<file path="config.mk">
export PLATFORM = sky130hd
export DESIGN_NAME = sel_encoder
export DESIGN_NICKNAME = d
export VERILOG_FILES = /design/src/rtl/sel_encoder.sv
export SDC_FILE = /design/constraint.sdc
export NUM_CORES = 1
export LEC_CHECK = 0
export BUFFER_PORTS_ARGS = -buffer_cell sky130_fd_sc_hd__buf_2
export CAP_MARGIN = 20
export CORE_UTILIZATION = 45
export CTS_BUF_LIST = sky130_fd_sc_hd__clkbuf_4 sky130_fd_sc_hd__clkbuf_8 sky130_fd_sc_hd__clkbuf_16
export CTS_CLUSTER_DIAMETER = 30
export DETAILED_ROUTE_END_ITERATION = 16
export PLACE_DENSITY_LB_ADDON = 0.15
export SYNTH_ARGS = -nofsm -noshare
export SYNTH_HDL_FRONTEND = slang
export SYNTH_SLANG_ARGS = --single-unit
</file>
<file path="constraint.sdc">
create_clock -name clk -period 5.2 [get_ports clk]
set_input_delay 0.26 -clock clk [delete_from_list [all_inputs] [get_ports clk]]
set_output_delay 0.26 -clock clk [all_outputs]
set_load 0.01 [all_outputs]
</file>
<file path="src/rtl/sel_encoder.sv">
// rtl/sel_encoder.sv - registered 8-to-3 request encoder with valid/ready output
// Collects request strobes into a pending set and issues one index per transfer.
module sel_encoder #(
  parameter bit RR = 1'b1
) (
  input  logic       clk,
  input  logic       reset_n,
  input  logic [7:0] req,
  output logic [2:0] S,
  output logic       valid,
  input  logic       ready,
  output logic [7:0] pending,
  output logic       dup
);

  typedef enum logic {IDLE, OFFER} state_t;

  state_t     state_q, state_d;
  logic [2:0] s_q, s_d;
  logic [2:0] ptr_q, ptr_d;
  logic       valid_q, valid_d;
  logic [7:0] pending_q, pending_d;
  logic       dup_q, dup_d;

  logic       load;
  logic [2:0] winner;
  logic [2:0] rr_off;
  logic [7:0] rotated;
  logic [7:0] grant_mask;

  function automatic logic [2:0] lowest_set(input logic [7:0] v);
    lowest_set = 3'd0;
    for (int i = 7; i >= 0; i--) begin
      if (v[i]) lowest_set = 3'(i);
    end
  endfunction

  // Rotate so the pointer position lands at bit 0, then the lowest set bit is the RR offset.
  always_comb begin
    rotated = (pending_q >> ptr_q) | (pending_q << (4'd8 - {1'b0, ptr_q}));
    rr_off  = lowest_set(rotated);
    winner  = RR ? (ptr_q + rr_off) : lowest_set(pending_q);
  end

  always_comb begin
    state_d = state_q;
    s_d     = s_q;
    ptr_d   = ptr_q;
    load    = 1'b0;

    case (state_q)
      IDLE: begin
        if (|pending_q) begin
          load    = 1'b1;
          state_d = OFFER;
        end
      end
      OFFER: begin
        if (ready) begin
          if (|pending_q) load = 1'b1;
          else            state_d = IDLE;
        end
      end
    endcase

    valid_d = (state_d == OFFER);

    if (load) begin
      s_d = winner;
      if (RR) ptr_d = winner + 3'd1;
    end

    // A same-edge request for the granted index survives the clear.
    grant_mask = load ? (8'b1 << winner) : 8'h00;
    pending_d  = (pending_q & ~grant_mask) | req;
    dup_d      = |(req & pending_q & ~grant_mask);
  end

  always_ff @(posedge clk or negedge reset_n) begin
    if (!reset_n) begin
      state_q   <= IDLE;
      s_q       <= 3'd0;
      ptr_q     <= 3'd0;
      valid_q   <= 1'b0;
      pending_q <= 8'h00;
      dup_q     <= 1'b0;
    end else begin
      state_q   <= state_d;
      s_q       <= s_d;
      ptr_q     <= ptr_d;
      valid_q   <= valid_d;
      pending_q <= pending_d;
      dup_q     <= dup_d;
    end
  end

  assign S       = s_q;
  assign valid   = valid_q;
  assign pending = pending_q;
  assign dup     = dup_q;

endmodule

</file>
==> summary.txt <==
Status
  – Outcome: finished, final reports clean

Worst hold path
  – Min-delay src: req[7]
  – Worst hold path class: input pin to flip-flop
  – Hold depth: 2

Synth
  – Synth area leaders: dfrtp_1, mux2i_1, ha_1
  – Post-synth top area share: approximately 25%
  – Post-synthesis net count: around 210
  – Ys async rst share: 100.0%
  – Post-synthesis simple-gate area fraction: a little under 20%
  – Main synth FF type: dfrtp_1
  – Post-Syn Area per Cell: roughly 8.4 um^2
  – Synth Register Bits: 16
  – Largest family of logic cells by synthesized area: compound AO/OA/AOI/OAI gates
  – Cells after synthesis: between 150 and 200
  – Mux cell area share after synthesis: between 10% and 20%
  – Sequential share of the synthesized area: about 25%
  – EDFF count, synth: 0
  – Most frequent cell after synthesis: nand2_1
  – Netlist cell types: between 50 and 60
  – Synth area leader: dfrtp_1
  – Top cells by count, synth: nand2_1, mux2i_1, nor2_1, dfrtp_1, inv_1
  – Adder-cell area share of the yosys netlist: 6.708%
  – Complex-gate fraction of the synthesized area: about a quarter
  – Post-Synth XOR/XNOR Area: under 10%
  – Mapped Area: 0.001604 mm^2
  – Yosys warnings: 0

Global routing
  – Initial antenna violation count: 0
  – First-pass GRT wire length: ~6500 um
  – Pin count of the biggest net entering global routing: 25
  – Grt met3 use: 6.211%
  – Met1 GRT Util: about a third
  – Total GRT Usage: around a quarter
  – Grt met2 use: 35.64%
  – Global routing's busiest layer: met2
  – Vias in the first global route: between 1000 and 1500
  – Gr ovfl total: 0

STA
  – Least-Margin Pin Slew: 586.5 ps
  – Setup TNS: 0 ps
  – Fmax: 214.7 MHz
  – Slew margin rel.: 60.90%
  – Endpoints failing setup: 0
  – Period minus WS final: approximately 4700 ps
  – Tcrit/Tclk final: between 80% and 90%
  – Final max-slew violation count: 0
  – RSZ-0062 raised after global routing: no
  – Hold Fails Final Rpt: 0
  – Fin Clk Skew: between 3 and 4 ps

Worst setup path
  – CP arrival: 4820 ps
  – R2r setup slk: approximately 540 ps
  – Worst Path Required: 5360 ps
  – Largest fanout on the critical path: 15
  – Critical path class: flip-flop to flip-flop
  – Reg2reg path depth: 17
  – Startpoint Class: flip-flop
  – CP Capture Type: flip-flop
  – CP Launch Point: ptr_q[1]
  – Worst r2r src: ptr_q[1]

Floorplanning
  – Die Height: a little over 60 um
  – Die Wd: roughly 60 um
  – Core area: 0.003363 mm^2
  – Initial Util: 47.69%
  – Rows: 21
  – Die area: roughly 0.0038 mm^2
  – Top Ports: 24

Detailed routing
  – Antenna Nets Post-Route: 0
  – Remaining DRCs: 0
  – Vias/cell: 5.872
  – DRT iter0 DRCs: roughly 160
  – Via count: approximately 1500
  – WL/cell: 15.93 um
  – Detailed Route WL: around 4000 um
  – Pre-antenna DRT Iters: 4

Place
  – Final HPWL DP: 2996 um
  – Routability Congestion: between 0.8 and 0.9
  – Port-buffer cells: 23

CTS
  – CTS H-tree depth: 1
  – Clk pin slew, worst setup/hold paths: roughly 90 ps
  – CTS sink cnt: 16
  – Clk buf depth: 2
  – Clock Latency Late Sink: ~280 ps
  – CTS tree: done
  – Num CTS Buffers: 3
  – CTS Root Buffer Type: clkbuf_4

Run
  – Max-Cap Viols: 0

Pwr
  – Peak supply drop: ~0.00043 V
  – Leak: between 0.7 and 0.8 nW
  – Pwr dens: roughly 770 mW/mm^2
  – Overall power: between 1 and 1.5 mW

Cells and area
  – Final #Nets: 225
  – P&R area growth vs syn: 8.736%
  – Diodes inserted: 0
  – Layout cells sized above 1: 19.12%
power by group:
part           leakage [nW]  total, mW  switching (mW)  internal, mW
sequential            0.161      0.278           0.106         0.172
combinational         0.585       1.00           0.569         0.431
clock                0.0138     0.0628          0.0360        0.0268
final cells by class:
class                      instances  area [um^2]
tap                               46        57.56
multi-input combinational        145         1069
inverter                          14        55.05
timing repair buffer              26        140.1
sequential                        16        400.4
fill                             348         1619
clock buffer                       3        22.52
critical path: stages (launching register included):
cell and delay (ps):
dfrtp_1 620, inv_1 180, ha_1 580, mux2i_1 280, mux2i_1 100, a221o_1 370
nor4_4 190, or2b_1 260, a31oi_1 220, fa_1 220, xor2_1 350, xnor2_4 180
inv_4 110, ha_1 180, o22ai_1 90, a2111o_1 360, nor2_1 140, mux2i_1 90
state kept, by name (all words and copies together), names as in the netlist:
signal	cells
pending	8
S	3
ptr_q	3
dup	1
valid	1
worst paths after layout:
kind,endpoint
hold / removal,pending[7]
setup reg to reg,dup
min in group asynchronous,dup
hold reg to reg,S[0]
max in group asynchronous,ptr_q[2]
setup / recovery,dup
metal layers:
metal / up-vias / wire, um
met5: - / 0
met2: 57 / 1810
met1: 690 / 1911
met4: 0 / 6
li1: 719 / -
met3: 2 / 253
logic make-up (layout without fill, tap and decap cells):
kind of cell | Yosys count | after routing
AO/OA/AOI/OAI | 51 | 51
XOR/XNOR | 2 | 2
adder cells (fa/ha/maj) | 8 | 8
buffers and inverters | 29 | 43
flip-flops | 16 | 16
multiplexers | 22 | 22
AND/OR/NAND/NOR | 62 | 62
layout by cell type, fill, tap and decap left out, types with 4 or more instances in the layout:
| cell type | n |
|---|---|
| a41oi_1 | 6 |
| buf_2 | 23 |
| ha_1 | 7 |
| o21ai_0 | 10 |
| nand2_1 | 19 |
| nand3b_1 | 4 |
| mux2_2 | 4 |
| dfrtp_1 | 16 |
| inv_1 | 12 |
| nor2b_1 | 5 |
| o22ai_1 | 4 |
| a21oi_1 | 5 |
| nor2_1 | 17 |
| mux2i_1 | 17 |
metrics by stage:
| step | utilization (%) | setup slack (ps) | cell area [um^2] | hold WS [ps] | instances |
|---|---|---|---|---|---|
| floorplan | - | 995.5 | 1604 | -35.59 | 190 |
| global placement | 50.89 | 791.2 | 1712 | 190.2 | 246 |
| detailed placement | 50.89 | 623.0 | 1712 | 195.8 | 246 |
| CTS | 51.86 | 590.7 | 1744 | 176.1 | 250 |
| global route | 51.86 | 216.8 | 1744 | 159.7 | 250 |
| finish | 51.86 | 542.5 | 1744 | 187.6 | 250 |
repair_timing:
item | CTS | global route
hold buffers | 1 | 0
setup buffers | 0 | 0
resized for setup | 0 | 0
endpoints found under the hold margin | 16 | 0
(Power assumes the default switching activity.)
